## src/rtl/stream_pkg.sv

```systemverilog
`default_nettype none
// ============================================================================
// Module      : stream_pkg
// Description : Shared types and defaults for the stream round-robin arbiter.
// Revision    : 1.0 - initial release
// ============================================================================
package stream_pkg;

  // Default beat width of the source and sink streams.
  localparam int DATA_W_DEF = 8;

  // Arbiter FSM: IDLE arbitrates (one bubble), LOCK forwards the grantee.
  typedef enum logic [0:0] {
    IDLE = 1'b0,
    LOCK = 1'b1
  } arb_state_t;

endpackage
`default_nettype wire

```

## src/rtl/stream_rr_arbiter_rr_pick.sv

```systemverilog
`default_nettype none
// ============================================================================
// Module      : rr_pick
// Description : Combinational rotating-priority encoder. Returns the first
//               asserted request at or after ptr, wrapping modulo N.
// Revision    : 1.0 - initial release
// ============================================================================
module rr_pick
  import stream_pkg::*;
#(
  parameter int N     = 4,
  parameter int GID_W = ($clog2(N) > 0) ? $clog2(N) : 1
) (
  input  logic [N-1:0]     req,
  input  logic [GID_W-1:0] ptr,
  output logic [GID_W-1:0] gnt_idx,
  output logic             any
);

  // Scan N positions starting at ptr; the first hit wins.
  always_comb begin
    int w_idx;
    gnt_idx = '0;
    any     = 1'b0;
    w_idx   = 0;
    for (int k = 0; k < N; k++) begin
      w_idx = int'(ptr) + k;
      if (w_idx >= N) begin
        w_idx = w_idx - N;
      end
      if (!any && req[w_idx]) begin
        any     = 1'b1;
        gnt_idx = GID_W'(w_idx);
      end
    end
  end

endmodule
`default_nettype wire

```

## src/rtl/stream_rr_arbiter.sv

```systemverilog
`default_nettype none
// ============================================================================
// Module      : stream_rr_arbiter
// Description : Packet-granular round-robin arbiter sharing one registered
//               valid/last/ready output stage between N source streams.
// Revision    : 1.0 - initial release
// ============================================================================
module stream_rr_arbiter
  import stream_pkg::*;
#(
  parameter int N      = 4,
  parameter int DATA_W = DATA_W_DEF,
  parameter int GID_W  = ($clog2(N) > 0) ? $clog2(N) : 1
) (
  input  logic              clk,
  input  logic              rst_n,
  input  logic [N-1:0]      s_valid,
  input  logic [N-1:0]      s_last,
  input  logic [N*DATA_W-1:0] s_data,
  output logic [N-1:0]      s_ready,
  output logic              m_valid,
  output logic              m_last,
  output logic [DATA_W-1:0] m_data,
  input  logic              m_ready,
  output logic              busy,
  output logic [GID_W-1:0]  grant_id
);

  arb_state_t        r_state;
  arb_state_t        w_state_nxt;
  logic [GID_W-1:0]  r_rr_ptr;
  logic [GID_W-1:0]  w_rr_ptr_nxt;
  logic [GID_W-1:0]  r_grant_id;
  logic [GID_W-1:0]  w_grant_nxt;
  logic [GID_W-1:0]  w_pick_idx;
  logic              w_pick_any;
  logic              w_load_ok;
  logic              w_accept;
  logic              w_src_last;
  logic [DATA_W-1:0] w_src_data [N];
  logic              r_m_valid;
  logic              r_m_last;
  logic [DATA_W-1:0] r_m_data;

  // Split the flat data bus into one beat per source.
  for (genvar gi = 0; gi < N; gi++) begin : g_unpack
    assign w_src_data[gi] = s_data[gi*DATA_W +: DATA_W];
  end

  rr_pick #(
    .N     (N),
    .GID_W (GID_W)
  ) u_pick (
    .req     (s_valid),
    .ptr     (r_rr_ptr),
    .gnt_idx (w_pick_idx),
    .any     (w_pick_any)
  );

  // The output register may take a new beat when empty or being drained.
  assign w_load_ok  = !r_m_valid || m_ready;
  assign w_src_last = s_last[r_grant_id];
  assign w_accept   = (r_state == LOCK) && s_valid[r_grant_id] && w_load_ok;

  // Next-state, grant and pointer decisions; ready goes only to the grantee.
  always_comb begin
    w_state_nxt  = r_state;
    w_grant_nxt  = r_grant_id;
    w_rr_ptr_nxt = r_rr_ptr;
    s_ready      = '0;
    case (r_state)
      IDLE: begin
        if (w_pick_any) begin
          w_grant_nxt = w_pick_idx;
          w_state_nxt = LOCK;
        end
      end
      LOCK: begin
        s_ready[r_grant_id] = w_load_ok;
        if (w_accept && w_src_last) begin
          w_rr_ptr_nxt = (r_grant_id == GID_W'(N - 1)) ? '0 : r_grant_id + GID_W'(1);
          w_state_nxt  = IDLE;
        end
      end
      default: begin
        w_state_nxt = IDLE;
      end
    endcase
  end

  // FSM state, grant index and round-robin pointer registers.
  always_ff @(posedge clk or negedge rst_n) begin
    if (!rst_n) begin
      r_state    <= IDLE;
      r_grant_id <= '0;
      r_rr_ptr   <= '0;
    end else begin
      r_state    <= w_state_nxt;
      r_grant_id <= w_grant_nxt;
      r_rr_ptr   <= w_rr_ptr_nxt;
    end
  end

  // Output stage: load accepted beats, clear valid once drained, hold on stall.
  always_ff @(posedge clk or negedge rst_n) begin
    if (!rst_n) begin
      r_m_valid <= 1'b0;
      r_m_last  <= 1'b0;
      r_m_data  <= '0;
    end else if (w_accept) begin
      r_m_valid <= 1'b1;
      r_m_last  <= w_src_last;
      r_m_data  <= w_src_data[r_grant_id];
    end else if (m_ready) begin
      r_m_valid <= 1'b0;
      r_m_last  <= 1'b0;
    end
  end

  assign m_valid  = r_m_valid;
  assign m_last   = r_m_last;
  assign m_data   = r_m_data;
  assign busy     = (r_state == LOCK);
  assign grant_id = r_grant_id;

endmodule
`default_nettype wire

```

## config.mk

```make
export PLATFORM = sky130hd
export DESIGN_NAME = stream_rr_arbiter
export DESIGN_NICKNAME = d
export VERILOG_FILES = /design/src/rtl/stream_pkg.sv /design/src/rtl/stream_rr_arbiter_rr_pick.sv /design/src/rtl/stream_rr_arbiter.sv
export SDC_FILE = /design/constraint.sdc
export NUM_CORES = 1
export LEC_CHECK = 0
export ABC_AREA = 1
export ABC_CLOCK_PERIOD_IN_PS = 3930
export CORE_MARGIN = 3
export CORE_UTILIZATION = 44
export DETAILED_ROUTE_END_ITERATION = 7
export GPL_TIMING_DRIVEN = 1
export MAX_ROUTING_LAYER = met4
export PLACE_DENSITY = 0.89
export SKIP_LAST_GASP = 1
export SLEW_MARGIN = 30
export SYNTH_ARGS = -nofsm -noshare
export SYNTH_HDL_FRONTEND = slang
export SYNTH_SLANG_ARGS = --single-unit
```

## constraint.sdc

```tcl
create_clock -name clk -period 3.93 [get_ports clk]
set_input_delay 1.179 -clock clk [delete_from_list [all_inputs] [get_ports clk]]
set_output_delay 1.179 -clock clk [all_outputs]
set_load 0.05 [all_outputs]
```

==> summary.md <==
| Metric | Value |
|---|---|
| Worst EP arrival | 2.28 ns |
| Area delta synth->final | 52.2% |
| HPWL after DPL | 2730 um |
| Final Max Slew Viols | 0 |
| Clock slew at reported path FFs | 0.08 ns |
| CTS tree | done |
| CTS max path bufs | 2 |
| Total die area | 0.00351 sq mm |
| Nets | 299 |
| Max cap viols | 0 |
| Cell area after layout | 0.00190 sq mm |
| Initial antenna violation count | 0 |
| Largest net degree at the start of global routing | 28 |
| Final Routed Wirelength | 3510 um |
| Period utilisation layout | 88.0% |
| Mapped Avg Cell Area | 6.43 sq um |
| Sinks on the clock net | 15 |
| #FFs+latches synth | 15 |
| Setup repair bufs after CTS | 0 |
| Synth Area in Adders | 4.01% |
| Pleak | 0.000914 uW |
| Mux share of post-synthesis cell area | 0% |
| # hold bufs at CTS | 0 |
| Seq/Total Area, Yosys | 30.1% |
| Area of the multi-input gates | 761 sq um |
| Final hold violation count | 0 |
| Largest family of logic cells by synthesized area | simple AND/OR/NAND/NOR gates |
| First-pass GRT wire length | 5880 um |
| Post_cts resized | 0 |
| Mean routed wirelength per cell | 12.5 um |
| Slowest cell on crit path | clkdlybuf4s50_1 |
| Worst skew pair latency | 0.28 ns |
| Final min period | 3.46 ns |
| Vias | 1439 |
| Register area | 375 sq um |
| Pre-CTS WS | 0.475 ns |
| Clock root buffer | clkbuf_4 |
| Num ports | 60 |
| Crit path max-delay family | buffers and inverters |
| Actual slew at the worst max-slew pin | 0.745 ns |
| Share of cells above drive strength 1 | 11.6% |
| Crit start category | primary input |
| Synth Area in Compound Gates | 13.4% |
| Post-synthesis net count | 241 |
| Buf/Inv on CP | 3 |
| Drt drc | 0 |
| Initial core utilization | 48.2% |
| Synth Warn # | 0 |
| Die X | 59.2 um |
| Placed Instance Area | 0.00187 sq mm |
| Vias/cell | 5.12 |
| Synthesized cell area | 0.00125 sq mm |
| CP max stage delay | 0.46 ns |
| # rows | 18 |
| Pwr Density | 847 mW/mm^2 |
| Post-Layout Cell Count | 281 |
| Global-route usage over all layers | 22.2% |
| Post-Synth XOR/XNOR Area | 0% |
| HP Class | reg2reg |
| Pre-antenna DRT Iters | 4 |
| Req. time, crit path | 2.75 ns |
| Post-Place Cells | 277 |
| CP Capture Type | output pin |
| Max_slew headroom | 50.3% |
| Synth Instances | 194 |
| Fmax | 289 MHz |
| Antenna-violating nets left | 0 |
| Maximum VDD drop | 0.680 mV |
| Critical path class | in2out |
| Worst path cell trace | clkdlybuf4s50_1 > inv_1 > nand2_1 > nand2_2 > nor2_1 > buf_12 |
| RSZ-0062 raised after global routing | false |
| Vias in the first global route | 1377 |
| TritonCTS buffer count | 3 |
| Grt ovf | 0 |
| Final WS setup | 0.473 ns |
| Final setup vio count | 0 |
| Port Buffers | 59 |
| Core Area | 0.00259 sq mm |
| H-tree lvl count | 1 |
| Post-synthesis cell type count | 22 |
| Fillers | 199 |
| Crit Path Max Fanout | 5 |
| Post-Synth Simple-Gate Area | 43.5% |
| Die height | 59.2 um |
| Final Skew | 0.00779 ns |
| Design Power | 1610 uW |
| Iteration-0 DRC count of the detailed router | 107 |
| Antenna Cells | 0 |
| Gpl congestion | 0.876 |
| Setup TNS | 0 ns |
| Status | finished, final reports clean |
## where the power goes
part | internal, uW | switching [uW] | total (uW)
registers | 230 | 114 | 343
clock network | 39.4 | 47.4 | 86.8
logic | 422 | 755 | 1180
## registers in the layout (all words and copies together), names as in the netlist
signal	count
busy	1
grant_id	2
m_data	8
m_last	1
m_valid	1
r_rr_ptr	2
## stage by stage
stage / hold WS, ns / util, %
floorplan: 0.632 / -
global route: 0.521 / 73.3
CTS: 0.501 / 73.3
finish: 0.501 / 73.3
detailed placement: 0.467 / 72.3
global placement: 0.472 / 72.3
## layer usage
layer | vias up | wire, um | track usage (%)
li1 | 739 | - | -
met1 | 645 | 1530 | 27.3
met2 | 50 | 1730 | 36.7
met3 | 5 | 215 | 4.79
met4 | 0 | 31 | 5.83
met5 | - | 0 | -
## worst paths after layout
| kind | cells past startpoint | startpoint | end | slack [ns] |
|---|---|---|---|---|
| worst max-delay path | 6 | m_ready | s_ready[1] | 0.47 |
| worst min-delay path | 2 | m_data[6]$_DFFE_PN0P_ | m_data[6]$_DFFE_PN0P_ | 0.50 |
| worst max register to register | 6 | grant_id[0]$_DFFE_PN0P_ | r_rr_ptr[1]$_DFFE_PN0P_ | 1.91 |
| worst min register to register | 2 | m_data[6]$_DFFE_PN0P_ | m_data[6]$_DFFE_PN0P_ | 0.50 |
| max in group asynchronous | 1 | rst_n | m_data[3]$_DFFE_PN0P_ | 2.25 |
| min in group asynchronous | 1 | rst_n | m_data[4]$_DFFE_PN0P_ | 1.28 |
## layout by cell type (no fill, tap or decap), drive strengths merged
master	netlist	final
clkdlybuf4s50	0	55
nor2	26	26
and2	1	1
nand3	18	18
buf	5	4
clkinv	2	2
a21oi	4	4
clkbuf	1	4
nand2	73	73
inv	16	16
o22ai	8	8
o211ai	1	1
dfrtp	15	15
o21ai	18	18
ha	4	4
nand4	2	2
## cells by family after synthesis
logic type / Yosys count
adder cells (fa/ha/maj): 4
flip-flops: 15
AND/OR/NAND/NOR: 120
buffers and inverters: 24
AO/OA/AOI/OAI: 31
## synth_stat cells
cell	n	area, sq um
nand3_1	14	70.1
nor2_1	25	93.8
clkinv_1	2	7.51
dfrtp_1	15	375
nand2_1	59	221
and2_1	1	6.26
clkbuf_2	1	5.00
inv_1	13	48.8
buf_6	1	11.3
nand2_2	14	87.6
a21oi_1	4	20.0
inv_2	3	11.3
o21ai_0	17	85.1
buf_2	1	5.00
ha_1	4	50.1
nor2_4	1	11.3
nand4_1	2	12.5
o211ai_1	1	7.51
nand3_2	4	40.0
o22ai_1	8	50.1
buf_4	3	22.5
o21ai_1	1	5.00
## final cells by class
type | instances | area share (%)
inverter | 18 | 3.56
multi-input combinational | 155 | 40.1
clock buffer | 4 | 1.38
tap | 30 | 1.98
timing repair buffer | 59 | 33.2
sequential | 15 | 19.8
## worst reg2reg max path: stages, from the launching register on
cell     delay (ns)
dfrtp_1        0.83
inv_1          0.49
a21oi_1        0.25
nor2_1         0.08
nand3_2        0.12
nor2_1         0.06
a21oi_1        0.12
Note: power is estimated with default switching activity, not from simulation.
